`config.mk`:
```
export PLATFORM = sky130hd
export DESIGN_NAME = ram_arbiter
export DESIGN_NICKNAME = d
export VERILOG_FILES = /design/src/rtl/mem_pkg.sv /design/src/rtl/rr_wait_counter.sv /design/src/rtl/ram_arbiter.sv
export SDC_FILE = /design/constraint.sdc
export NUM_CORES = 1
export LEC_CHECK = 0
export CORE_ASPECT_RATIO = 1.5
export CORE_MARGIN = 2
export CORE_UTILIZATION = 35
export DETAILED_ROUTE_END_ITERATION = 8
export GPL_TIMING_DRIVEN = 1
export PLACE_DENSITY_LB_ADDON = 0.12
export SLEW_MARGIN = 15
export SYNTH_ARGS = -nofsm -noshare
export SYNTH_HDL_FRONTEND = slang
export SYNTH_SLANG_ARGS = --single-unit
```
`constraint.sdc`:
```
create_clock -name CLK -period 2.48 [get_ports CLK]
set_input_delay 0.496 -clock CLK [delete_from_list [all_inputs] [get_ports CLK]]
set_output_delay 0.496 -clock CLK [all_outputs]
set_load 0.005 [all_outputs]
```
`src/rtl/mem_pkg.sv`:
```
// ----------------------------------------------------------------------------
// mem_pkg: shared widths, owner encoding and request bundle for the RAM arbiter.
// Rev 1.0
// ----------------------------------------------------------------------------
`default_nettype none

package mem_pkg;

  localparam int MEM_ADDR_W = 10;
  localparam int MEM_DATA_W = 32;

  typedef enum logic [1:0] {
    IDLE = 2'd0,
    OWN0 = 2'd1,
    OWN1 = 2'd2
  } owner_t;

  typedef struct packed {
    logic                  req;
    logic                  we;
    logic [MEM_ADDR_W-1:0] addr;
    logic [MEM_DATA_W-1:0] wdata;
  } mem_req_t;

endpackage

`default_nettype wire

```
`src/rtl/rr_wait_counter.sv`:
```
// ----------------------------------------------------------------------------
// rr_wait_counter: saturating count of port-1 refusals; raises force_win at MAX_WAIT.
// Rev 1.0
// ----------------------------------------------------------------------------
`default_nettype none

module rr_wait_counter #(
  parameter int MAX_WAIT = 3
) (
  input  logic clk,
  input  logic reset,
  input  logic req,
  input  logic gnt,
  output logic force_win
);

  localparam logic [3:0] C_MAX = 4'(MAX_WAIT);

  logic [3:0] cnt;

  always_ff @(posedge clk) begin
    if (reset) begin
      cnt <= 4'd0;
    end else if (req && !gnt) begin
      if (cnt != C_MAX) cnt <= cnt + 4'd1;
    end else begin
      cnt <= 4'd0;
    end
  end

  assign force_win = (cnt == C_MAX);

endmodule

`default_nettype wire

```
`src/rtl/ram_arbiter.sv`:
```
// ----------------------------------------------------------------------------
// ram_arbiter: shares one registered single-port RAM between two requesters.
// Rev 1.0
// ----------------------------------------------------------------------------
`default_nettype none

module ram_arbiter
  import mem_pkg::*;
#(
  parameter int ADDR_W   = MEM_ADDR_W,
  parameter int DATA_W   = MEM_DATA_W,
  parameter int MAX_WAIT = 3
) (
  input  logic              CLK,
  input  logic              reset,
  input  logic              m0_req,
  input  logic              m0_we,
  input  logic [ADDR_W-1:0] m0_addr,
  input  logic [DATA_W-1:0] m0_wdata,
  output logic              m0_gnt,
  output logic              m0_rvalid,
  output logic [DATA_W-1:0] m0_rdata,
  input  logic              m1_req,
  input  logic              m1_we,
  input  logic [ADDR_W-1:0] m1_addr,
  input  logic [DATA_W-1:0] m1_wdata,
  output logic              m1_gnt,
  output logic              m1_rvalid,
  output logic [DATA_W-1:0] m1_rdata,
  output logic              ram_wren,
  output logic [ADDR_W-1:0] ram_addr,
  output logic [DATA_W-1:0] ram_data_in,
  input  logic [DATA_W-1:0] ram_data_out,
  output logic [1:0]        owner
);

  mem_req_t          p0;
  mem_req_t          p1;
  mem_req_t          win;
  logic              granted;
  logic              force_win;
  owner_t            state;
  logic              rd0;
  logic              rd1;
  logic [ADDR_W-1:0] last_addr;
  logic [DATA_W-1:0] last_wdata;
  logic [DATA_W-1:0] hold0;
  logic [DATA_W-1:0] hold1;

  assign p0 = {m0_req, m0_we, m0_addr, m0_wdata};
  assign p1 = {m1_req, m1_we, m1_addr, m1_wdata};

  rr_wait_counter #(
    .MAX_WAIT (MAX_WAIT)
  ) u_wait (
    .clk       (CLK),
    .reset     (reset),
    .req       (m1_req),
    .gnt       (m1_gnt),
    .force_win (force_win)
  );

  // Port 0 has priority unless port 1 has been refused MAX_WAIT times in a row.
  always_comb begin
    m0_gnt = 1'b0;
    m1_gnt = 1'b0;
    if (!reset) begin
      if (p1.req && (!p0.req || force_win)) m1_gnt = 1'b1;
      else if (p0.req)                      m0_gnt = 1'b1;
    end
  end

  assign win     = m1_gnt ? p1 : p0;
  assign granted = m0_gnt | m1_gnt;

  assign ram_wren    = granted & win.req & win.we;
  assign ram_addr    = reset ? '0 : (granted ? win.addr  : last_addr);
  assign ram_data_in = reset ? '0 : (granted ? win.wdata : last_wdata);

  always_ff @(posedge CLK) begin
    if (reset) begin
      state      <= IDLE;
      rd0        <= 1'b0;
      rd1        <= 1'b0;
      last_addr  <= '0;
      last_wdata <= '0;
      hold0      <= '0;
      hold1      <= '0;
    end else begin
      case (state)
        IDLE, OWN0, OWN1: state <= m0_gnt ? OWN0 : (m1_gnt ? OWN1 : IDLE);
        default:          state <= IDLE;
      endcase
      rd0 <= m0_gnt & ~m0_we;
      rd1 <= m1_gnt & ~m1_we;
      if (granted) begin
        last_addr  <= win.addr;
        last_wdata <= win.wdata;
      end
      if (rd0) hold0 <= ram_data_out;
      if (rd1) hold1 <= ram_data_out;
    end
  end

  // Read returns are masked during reset so an in-flight read never surfaces.
  assign m0_rvalid = rd0 & ~reset;
  assign m1_rvalid = rd1 & ~reset;
  assign m0_rdata  = rd0 ? ram_data_out : hold0;
  assign m1_rdata  = rd1 ? ram_data_out : hold1;
  assign owner     = state;

endmodule

`default_nettype wire

```
==> flow_summary.ini <==
[power_and_ir_drop]
pwr-share-clk_pct = 45.0
p_switching_uw = 1430
switching_share_pct = 25.5
power.density_nw_per_um2 = 525
seqPwrFrac_pct = 34.4
p_int_uw = 4190
vdd_drop_max_uv = 447
p_leak_uw = 0.00414
combPwrFrac_pct = 20.6

[floorplan]
coreArea_um2 = 18400
rows = 61
die_x_um = 115
ioPinCount = 235
chipHeight_um = 171
die_area_um2 = 19700
initial_utilization_pct = 35.4

[logic_synthesis]
synth_cells = 631
synth_largest_area_cell = dfxtp_1
synthTopCellsByArea = dfxtp_1 (35%), mux2_2 (12%), nor2b_1 (10%)
syn-num-nets = 754
syn_area_per_cell_um2 = 10.3
yosys_warnings = 0
seq_area_frac_synth_pct = 35.1
synth_area_um2 = 6500
ys_ff_latch = 114
synthDistinctLibCells = 29
synth.top_cell.area_share_pct = 35.1

[drt]
wl_mm = 19.2
first_pass_iters = 6
ant_nets = 0
drt_iter0_drc = 231
routed_via_density = 5.00
wl_per_cell_um = 16.4
drc = 0
vias = 5852

[placement]
placed_cell_area_um2 = 9570
hpwl_mm = 13.4
dp_slack_ns = -0.425
place_inst = 1123
gp_congestion = 0.737
numPortBuffers = 234

[sta]
setup_viol = 44
final_max_slew_viol_count = 0
fin_crit_ns = 2.84
worstMarginPinSlew_ns = 0.442
finClkSkew_ns = 0.0104
setup_tns_ns = -12.75
relSlewSlack_pct = 70.3
fmax_mhz = 353
setup_ws_ns = -0.356
period_share_pct = 114
rsz0062_at_grt = yes
final-hold-violation-count = 0

[clocking]
cts_buffers = 17
clkTransAtPathRegs_ns = 0.06
h-tree-depth = 4
worstSkewPairLatency_ns = 0.41
ctsHoldBuffers = 0
cts_tree = done
root_buffer = clkbuf_16
clock_path_buffers = 2
cts.sinks = 114

[worst_setup_path]
critPathCaptureType = primary output
cpMostUsedCell = buf_6
crit_type = reg2out
rr_worst_depth = 8
r2r_slack_ns = 0.45
crit_fanout = 7
cp_slowest_cell = or3b_4
cpPeakStageDelay_ns = 0.38
cp-start-kind = flip-flop
path_cells = ha_4, or3b_4, buf_6, buf_6, mux2_4, a2111oi_4, buf_2
cp.arrival_ns = 2.34
rr_startpoint = u_wait.cnt[1]
required_ns = 1.98
reg2reg_to = last_wdata[13]

[layout]
final_cell_mix = clkdlybuf4s50_1 (186), dfxtp_1 (112), nor2b_1 (106)
syn_to_final_growth_pct = 64.7
drive_above_1_share_pct = 35.3
final_common_cell = clkdlybuf4s50_1
antenna_cells = 0
fin_cells = 1171
design_area_um2 = 10700
fin_nets = 1029

[global_routing]
grt_pass1_vias = 6272
antenna_found_initial = 0
grt.overflow.total = 0
grt_max_degree = 36
grt_pass1_wl_mm = 31.0
grt_usage_pct = 19.8

[status]
violations = setup timing
status = complete, but fails checks

[job]
cap_violations = 0

[min_path]
whs_path_depth = 2
hp-class = in2reg
hold_end = last_wdata[18]
min_from = reset
## power groups by stage
| stage | Clock, µW | Combinational (µW) | Sequential (µW) |
|---|---|---|---|
| after CTS | 2620 | 1160 | 1940 |
| after detailed placement | 0 | 1090 | 1980 |
| after global placement | 0 | 1060 | 1970 |
| after global routing | 2700 | 1250 | 1940 |
| after floorplan | 0 | 484 | 1970 |
| final | 2530 | 1160 | 1940 |
## what timing repair did
item	4_1_cts	5_1_grt
pin swaps	8	8
cloned	3	0
buffers inserted	9	5
setup endpoints to repair	45	45
gates resized for setup	231	5
## logic make-up after synthesis
group | Yosys count | synth area share [%]
buffers and inverters | 70 | 5.25
adders and majority gates | 1 | 0.192
muxes | 108 | 20.8
DFF | 114 | 35.1
xor gates and xnor gates | 1 | 0.135
AOI/OAI and AO/OA | 89 | 14.8
and+or+nand+nor | 248 | 23.8
## synthesized netlist by cell type
library cell and instances:
dfxtp_1 114, nor2b_1 106, nor3b_1 86, mux2_2 72
nor2_1 43, a2111oi_2 40, a211oi_1 40, clkbuf_1 39
mux2_4 36, buf_2 21, nand2b_1 4, a21oi_1 3
buf_8 3, inv_1 3, nor3_1 3, a21o_1 2
buf_6 2, nand3b_1 2, o22ai_1 2, a211o_1 1
and2_0 1, buf_1 1, buf_4 1, ha_1 1
nand2_1 1, nand3_1 1, o31ai_1 1, or3b_1 1
xor2_1 1
## worst max path at each step
stage | depth (start not counted) | endpoint | slack [ns] | start
after CTS | 7 | ram_data_in[22] | -0.44 | u_wait.cnt[1]
after global routing | 7 | ram_data_in[26] | -0.44 | u_wait.cnt[1]
after detailed placement | 6 | ram_data_in[22] | -0.43 | u_wait.cnt[0]
final | 7 | ram_data_in[22] | -0.36 | u_wait.cnt[1]
after floorplan | 6 | ram_addr[0] | 0.27 | u_wait.cnt[0]
after global placement | 6 | ram_addr[3] | -0.35 | u_wait.cnt[0]
## area by class of cell
class	count	area [µm²]
inverters	3	11.3
repair buffers	323	3060
clock buffers	18	429
multi-input cells	447	4430
flip-flops and latches	114	2290
well taps	252	315
fillers	1636	7680
clock inverters	14	178
## layer usage
metal	up-vias	routed length, µm	GRT usage (%)
li1	2826	-	-
met1	2824	7440	21.5
met2	178	10400	37.0
met3	24	1040	4.00
met4	0	314	7.23
met5	-	0	0
## critical path: cells and delay by family (launching register included)
| kind | cells | cell delay [ns] |
|---|---|---|
| fa+ha+maj | 1 | 0.13 |
| buf+inv | 3 | 0.49 |
| flops | 1 | 0.36 |
| mux | 1 | 0.31 |
| compound gates | 1 | 0.25 |
| simple gates | 1 | 0.38 |
## state kept, by name, indices dropped and copies added, names as in the netlist
name	flops
hold0	32
hold1	32
last_wdata	32
last_addr	10
u_wait.cnt	4
owner	2
rd0	1
rd1	1
## stage by stage
stage,total power (µW),hold slack (ns),util [%]
after floorplan,2450,0.432,-
after global placement,3030,0.442,52.0
after detailed placement,3060,0.449,52.0
after CTS,5710,0.366,57.9
after global routing,5890,0.376,58.2
final,5630,0.381,58.2
Note: power is estimated with default switching activity, not from simulation.
